**config.mk**
```make
export PLATFORM = sky130hd
export DESIGN_NAME = branch_sequencer
export DESIGN_NICKNAME = d
export VERILOG_FILES = /design/src/rtl/branch_sequencer.sv
export SDC_FILE = /design/constraint.sdc
export NUM_CORES = 1
export LEC_CHECK = 0
export ABC_AREA = 1
export BUFFER_PORTS_ARGS = -buffer_cell sky130_fd_sc_hd__buf_2
export CAP_MARGIN = 40
export CELL_PAD_IN_SITES_DETAIL_PLACEMENT = 1
export CELL_PAD_IN_SITES_GLOBAL_PLACEMENT = 2
export CORE_ASPECT_RATIO = 0.7
export CORE_UTILIZATION = 19
export DETAILED_ROUTE_END_ITERATION = 7
export PLACE_DENSITY_LB_ADDON = 0.05
export SYNTH_ARGS = -nofsm -noshare
export SYNTH_HDL_FRONTEND = slang
export SYNTH_SLANG_ARGS = --single-unit
```
**constraint.sdc**
```tcl
create_clock -name clock -period 2.7 [get_ports clock]
set_input_delay 0.135 -clock clock [delete_from_list [all_inputs] [get_ports clock]]
set_output_delay 0.135 -clock clock [all_outputs]
set_load 0.05 [all_outputs]
```
**src/rtl/branch_sequencer.sv**
```systemverilog
// Fetch / conditional-branch control sequencer: drives datapath strobes for
// T0-T2 fetch with a bounded memory wait, then T3-T6 for the branch opcode.
module branch_sequencer #(
  parameter logic [4:0]  BR_OPCODE    = 5'b10010,
  parameter int unsigned MEM_WAIT_MAX = 15
) (
  input  logic        clock,
  input  logic        resetn,
  input  logic        start,
  input  logic [31:0] ir,
  input  logic        mem_ready,
  input  logic        con,
  output logic        pc_out,
  output logic        mar_in,
  output logic        inc_pc,
  output logic        z_in,
  output logic        zlow_out,
  output logic        pc_in,
  output logic        mem_read,
  output logic        mdr_in,
  output logic        mdr_out,
  output logic        ir_in,
  output logic        gra,
  output logic        r_out,
  output logic        con_in_en,
  output logic        y_in,
  output logic        c_out,
  output logic        alu_add,
  output logic        busy,
  output logic        handoff,
  output logic        done,
  output logic        mem_err
);

  typedef enum logic [2:0] {
    IDLE = 3'd0,
    T0   = 3'd1,
    T1   = 3'd2,
    T2   = 3'd3,
    T3   = 3'd4,
    T4   = 3'd5,
    T5   = 3'd6,
    T6   = 3'd7
  } state_t;

  localparam logic [7:0] WaitMax = 8'(MEM_WAIT_MAX);

  state_t     state_q;
  logic [7:0] wait_cnt_q;
  logic       is_branch;
  logic       unused_ir;

  assign is_branch = (ir[31:27] == BR_OPCODE);
  assign unused_ir = ^ir[26:0];

  always_ff @(posedge clock or negedge resetn) begin
    if (!resetn) begin
      state_q    <= IDLE;
      wait_cnt_q <= 8'd0;
    end else begin
      case (state_q)
        IDLE: if (start) state_q <= T0;
        T0: begin
          wait_cnt_q <= 8'd0;
          state_q    <= T1;
        end
        // A ready response wins over a timeout landing in the same cycle.
        T1: begin
          if (mem_ready) begin
            state_q <= T2;
          end else if (wait_cnt_q < WaitMax) begin
            wait_cnt_q <= wait_cnt_q + 8'd1;
          end else begin
            state_q <= IDLE;
          end
        end
        T2: state_q <= T3;
        T3: state_q <= is_branch ? T4 : IDLE;
        T4: state_q <= T5;
        T5: state_q <= T6;
        T6: state_q <= IDLE;
        default: state_q <= IDLE;
      endcase
    end
  end

  always_comb begin
    pc_out    = 1'b0;
    mar_in    = 1'b0;
    inc_pc    = 1'b0;
    z_in      = 1'b0;
    zlow_out  = 1'b0;
    pc_in     = 1'b0;
    mem_read  = 1'b0;
    mdr_in    = 1'b0;
    mdr_out   = 1'b0;
    ir_in     = 1'b0;
    gra       = 1'b0;
    r_out     = 1'b0;
    con_in_en = 1'b0;
    y_in      = 1'b0;
    c_out     = 1'b0;
    alu_add   = 1'b0;
    handoff   = 1'b0;
    done      = 1'b0;
    mem_err   = 1'b0;
    busy      = (state_q != IDLE);
    case (state_q)
      T0: begin
        pc_out = 1'b1;
        mar_in = 1'b1;
        inc_pc = 1'b1;
        z_in   = 1'b1;
      end
      T1: begin
        mem_read = 1'b1;
        if (mem_ready) begin
          zlow_out = 1'b1;
          pc_in    = 1'b1;
          mdr_in   = 1'b1;
        end else if (wait_cnt_q >= WaitMax) begin
          mem_err = 1'b1;
        end
      end
      T2: begin
        mdr_out = 1'b1;
        ir_in   = 1'b1;
      end
      T3: begin
        if (is_branch) begin
          gra       = 1'b1;
          r_out     = 1'b1;
          con_in_en = 1'b1;
        end else begin
          handoff = 1'b1;
        end
      end
      T4: begin
        pc_out = 1'b1;
        y_in   = 1'b1;
      end
      T5: begin
        c_out   = 1'b1;
        alu_add = 1'b1;
        z_in    = 1'b1;
      end
      // The PC only takes the branch target when the condition holds.
      T6: begin
        done     = 1'b1;
        zlow_out = con;
        pc_in    = con;
      end
      default: ;
    endcase
  end

endmodule

```
==> impl_metrics.ini, run 1 <==
[yosys]
async_reset_ff_share_pct = 100
synth_cell_type_count = 21
synth_seq_area_share_pct = 39.2
synth_seq_cells = 11
syn_area_per_cell_sq_um = 7.55
synth_area_sq_um = 702
synth_top_cell_by_area = dfrtp_1
synth.area.top_cells = dfrtp_1 (39%), nand2_1 (11%), inv_1 (8.0%)
synth_top_area_share_pct = 39.2
ys.flop_type = dfrtp_1
ys_warn_count = 0
synth_edf_count = 0
syn_nets = 131
netlist_instances = 93

[critical_path]
crit_required_ns = 2.57
cp_num_buf_inv = 1
worst-path-stages = 6
slowest_stage = dfrtp_1
r2r.worst_path.cells = 7
critPathLaunchType = flip-flop
critPathTopFamily = simple AND/OR/NAND/NOR gates
crit_chain = ha_1, nand2_1, nor2_1, nor2_4, nor3_1, buf_2
crit_type = reg2out
reg2reg_slack_ns = 1.37
worstPathArrival_ns = 1.56
critPathMaxStageDelay_ns = 0.40
critical_path_peak_fanout = 4
end_kind = output port

[sta]
holdWs_ns = 0.249
worst_pin_slew_ns = 0.309
finalSetupTns_ns = 0
timing.slew.headroom_pct = 79.2
finalHoldViolCount = 0
max_freq_mhz = 588
rsz0062_at_grt = no
finalCritPeriodShare_pct = 63.0
fin_skew_ns = 0.00480
min_period_ns = 1.70
maxSlewViolCount = 0
worst_slack_ns = 1.00
setup_viol_count_final = 0

[flow_run]
cap_violations = 0

[detailed_routing]
firstDrtPassIters = 3
drc = 0
num_vias = 652
viasPerCell = 3.81
ant_nets = 0
wl_microns = 1700
drt_iter0_markers = 17
wire_per_inst_microns = 9.92

[finish]
final_common_cell = buf_2
layout.nets = 160
insertedDiodeCount = 0
area_growth_pct = 31.0
drive_above_1_share_pct = 33.1
fill_cells = 466
final_cell_mix = buf_2 (29), nand2_1 (20), inv_1 (15), nor2_1 (12), dfrtp_1 (11)
post-route-util_pct = 26.0

[global_route]
grt_pass1_vias = 623
grt_use_total_pct = 9.95
grt_start_max_net_pins = 12
grt_first_pass_wirelength_microns = 2850
antenna_found_initial = 0
grt_remaining_overflow = 0

[cts]
root_buffer = clkbuf_8
numCtsBuffers = 3
ctsHtreeMaxLevel = 1
cts_tree = done
clk_latency_ns = 0.24
clockBufferDepth = 2
numClockSinks = 11
postCtsSetupBuffers = 0
clk_pin_slew_ns = 0.05

[floorplan]
fp-row-count = 18
io_pins = 57
start_util_pct = 19.9
die_area_sq_um = 3950
core_area_sq_um = 3540
die_h_microns = 52.9
die_w_microns = 74.6

[run_status]
outcome = finished clean

[power]
p_total_w = 0.00101
peakVddDrop_mv = 0.344
leakagePower_nw = 0.563
power_density_nw_per_um2 = 1100

[placement]
place_ws_ns = 1.24
io_buffers = 29
routabilityCongestion = 0.666
dp_hpwl_microns = 1400

[min_path]
min_path_type = in2reg
whs_path_depth = 4
[where the power goes]
| part | internal [W] | switching, W |
|---|---|---|
| Combinational | 0.000134 | 0.000487 |
| Clock | 0.000104 | 0.0000614 |
| Sequential | 0.000193 | 0.0000331 |
[cell usage after synthesis (2+ instances only)]
cell type and n:
dfrtp_1 11, nor2_1 12, nand4_1 2, nor3_1 2, nor2_4 2, nand2_1 20
buf_4 6, inv_1 15, nand2_4 2, nand3_1 10
[area by class of cell]
type | count | area [sq um] | area share [%]
Inverter | 16 | 60.1 | 6.53
Clock buffer | 4 | 45.0 | 4.90
Tap cell | 50 | 62.6 | 6.80
Multi-Input combinational cell | 60 | 322 | 35.0
Timing Repair Buffer | 30 | 155 | 16.9
Sequential cell | 11 | 275 | 29.9
[path summary, 6_finish.rpt]
path | start | end
setup / recovery | wait_cnt_q[0] | mem_err
hold / removal | start | state_q[0]
setup reg to reg | wait_cnt_q[0] | wait_cnt_q[2]
hold reg to reg | wait_cnt_q[7] | wait_cnt_q[7]
max in group asynchronous | resetn | state_q[0]
min in group asynchronous | resetn | wait_cnt_q[3]
[sequential cells by signal, indices dropped and copies added (netlist names)]
register	flops
wait_cnt_q	8
state_q	3
[layer usage]
metal	part of all wire (%)	GRT usage (%)
met1	54	14.5
met2	40	13.4
met3	5.2	3.05
met4	1.1	3.77
met5	0	0
[worst min-delay path, stage by stage]
cell     delay (ns)
buf_2          0.07
or2_0          0.10
nand2_1        0.05
nor2_1         0.09
[metrics by stage]
step	area [sq um]	cells
final	920	171
after global routing	920	171
after CTS	920	171
after detailed placement	865	166
after global placement	865	166
after floorplan	702	93
[timing repair]
| item | in CTS | in global routing |
|---|---|---|
| endpoints found under the hold margin | 11 | 0 |
| gates resized for setup | 0 | 0 |
| hold buffers | 1 | 0 |
| endpoints found under the setup margin | 0 | 0 |
[cell families (layout without fill, tap and decap cells)]
| family | Yosys count | after routing | synth area share [%] |
|---|---|---|---|
| AND/OR/NAND/NOR | 57 | 57 | 42.1 |
| buffers and inverters | 22 | 50 | 15.0 |
| flip-flops | 11 | 11 | 39.2 |
| adder cells (fa/ha/maj) | 1 | 1 | 1.78 |
| AO/OA/AOI/OAI | 1 | 1 | 0.712 |
| XOR/XNOR | 1 | 1 | 1.25 |
(Power assumes the default switching activity.)
==> run 2: changes to the inputs <==
Settings changed: ABC_AREA 1 to 0.
Clock period 2.7 ns to 1.75 ns, I/O delays scaled along.
==> run 2 against run 1 <==
Against the previous run:
- first-iteration DRC count is 76% higher
- critical path type unchanged
- sequential power is 67% higher
- non-clock buffer count is 5 higher
- power is 67% higher
- largest cell class unchanged
- combinational power is 70% higher
- register-to-register slack worse by 1.2 ns
- final cell count is 9.4% lower
- die area is 0.17% higher
- global-route usage hardly changed
- sequential share of layout area is 1.2 points lower
- worst setup slack worse by 0.91 ns
==> impl_metrics.ini, run 2 <==
[finish]
drive_above_1_share_pct = 47.6
design_area_sq_um = 957
largest_reg_flops = 8
final_cell_mix = buf_2 (29), dfrtp_1 (11), nor2_1 (9), nand2_1 (6), buf_4 (5)
insertedDiodeCount = 0
reg_top3 = wait_cnt_q: 8 flops, state_q: 3 flops
final_common_cell = buf_2
regMostFlops = wait_cnt_q
layout.nets = 144
area_growth_pct = 36.1

[global_route]
grt_start_max_net_pins = 12
grt_pass1_vias = 605
grt_remaining_overflow = 0
grt_first_pass_wirelength_microns = 2880
antenna_found_initial = 0
grt_use_total_pct = 9.96

[yosys]
synth_seq_area_share_pct = 39.1
synth.area.top_cells = dfrtp_1 (39%), buf_4 (7.5%), nor2_1 (5.9%)
syn_nets = 113
synth_edf_count = 0
synth_top_cell_by_area = dfrtp_1
ys.flop_type = dfrtp_1
ys_warn_count = 0
syn_area_per_cell_sq_um = 9.38
netlist_instances = 75
synth_seq_cells = 11
synth_cell_type_count = 32
synth_top_area_share_pct = 39.1
synth_common_cells = dfrtp_1 (11), nor2_1 (11), buf_4 (7)
async_reset_ff_share_pct = 100
synth_area_sq_um = 703

[floorplan]
die_area_sq_um = 3950
die_w_microns = 74.7
io_pins = 57
fp-row-count = 18
start_util_pct = 19.9
die_h_microns = 52.9
core_area_sq_um = 3540

[critical_path]
r2r.worst_path.cells = 4
critPathLaunchType = flip-flop
crit_type = reg2out
reg2reg_slack_ns = 0.21
crit_chain = nand2b_1, nor2_4, and2_4, a21o_2, buf_2
crit_required_ns = 1.66
slowest_stage = dfrtp_1
r2r-start = state_q[1]
critical_path_peak_fanout = 5
r2r-end = wait_cnt_q[3]
worstPathArrival_ns = 1.58
end_kind = output port
critPathMaxStageDelay_ns = 0.44

[min_path]
hp-start = mem_ready
min_path_type = in2reg
whs_path_depth = 4
holdPathEnd = wait_cnt_q[2]

[cts]
numCtsBuffers = 3
clk_pin_slew_ns = 0.05
clk_latency_ns = 0.24
ctsHtreeMaxLevel = 1
root_buffer = clkbuf_8
ctsResizeCount = 0
clockBufferDepth = 2
cts_tree = done
numClockSinks = 11

[sta]
worst_pin_slew_ns = 0.337
setup_viol_count_final = 0
timing.slew.headroom_pct = 77.4
maxSlewViolCount = 0
fin_skew_ns = 0.00304
finalHoldViolCount = 0
finalCritPeriodShare_pct = 95.1
max_freq_mhz = 601
rsz0062_at_grt = yes
min_period_ns = 1.66
holdWs_ns = 0.244

[placement]
io_buffers = 29
routabilityCongestion = 0.646
dp_hpwl_microns = 1450
dpl-instance-area_sq_um = 895

[flow_run]
cap_violations = 0

[detailed_routing]
wl_microns = 1730
firstDrtPassIters = 2
num_vias = 617
ant_nets = 0
drt_iter0_markers = 30
viasPerCell = 3.98
drc = 0
wire_per_inst_microns = 11.2

[power]
peakVddDrop_mv = 0.650
p_total_w = 0.00169
power_density_nw_per_um2 = 1760
leakagePower_nw = 0.493

[run_status]
outcome = finished clean
[run 2: timing repair]
| action | 4_1_cts | 5_1_grt |
|---|---|---|
| setup endpoints to repair | 0 | 3 |
| hold endpoints to repair | 11 | 0 |
| setup buffers | 0 | 1 |
| hold buffers | 1 | 0 |
[run 2: metal layers]
layer / track usage (%) / part of all wire (%)
met1: 14.6 / 56
met2: 13.4 / 39
met3: 4.00 / 5.2
met4: 1.89 / 0
met5: 0 / 0
[run 2: worst max path at each step]
stage / start / end / slack (ns) / cells after the start
final: state_q[0] / zlow_out / 0.09 / 5
after global placement: state_q[1] / wait_cnt_q[3] / 0.24 / 3
after floorplan: state_q[2] / z_in / -0.18 / 4
after global routing: state_q[0] / zlow_out / -0.02 / 5
after detailed placement: state_q[1] / wait_cnt_q[3] / 0.26 / 3
after CTS: state_q[1] / mem_err / 0.05 / 3
[run 2: metrics by stage]
stage | utilization [%] | TNS (ns) | instances | worst slack [ns]
4_1_cts | 26.9 | 0 | 154 | 0.0509
2_1_floorplan | - | -0.826 | 75 | -0.182
3_3_place_gp | 25.3 | 0 | 149 | 0.238
5_1_grt | 27.1 | -0.0382 | 155 | -0.0196
3_5_place_dp | 25.3 | 0 | 149 | 0.261
6_report | 27.1 | 0 | 155 | 0.0860
[run 2: layout make-up]
cell class	instances	area [sq um]
tap	50	62.6
fill	436	2580
multi-input combinational	52	370
sequential	11	275
timing repair buffer	35	193
clock buffer	4	45.0
inverter	3	11.3
[run 2: cells by family after synthesis]
kind of cell             after synthesis  synth area share [%]
flip-flops                            11                  39.1
multiplexers                           1                  1.42
AO/OA/AOI/OAI                         11                  11.2
AND/OR/NAND/NOR                       39                  35.1
adder cells (fa/ha/maj)                1                  1.78
buffers and inverters                 12                  11.4
[run 2: power breakdown]
group / switching (W) / internal (W) / total [W]
clock: 0.0000917 / 0.000160 / 0.000251
combinational: 0.000755 / 0.000304 / 0.00106
sequential: 0.0000754 / 0.000301 / 0.000377
[run 2: worst max-delay path, delay by kind of cell, from the launching register on]
family / cells / cell delay, ns
buffers and inverters: 1 / 0.25
AOI/OAI and AO/OA: 1 / 0.09
DFF: 1 / 0.44
and+or+nand+nor: 3 / 0.56
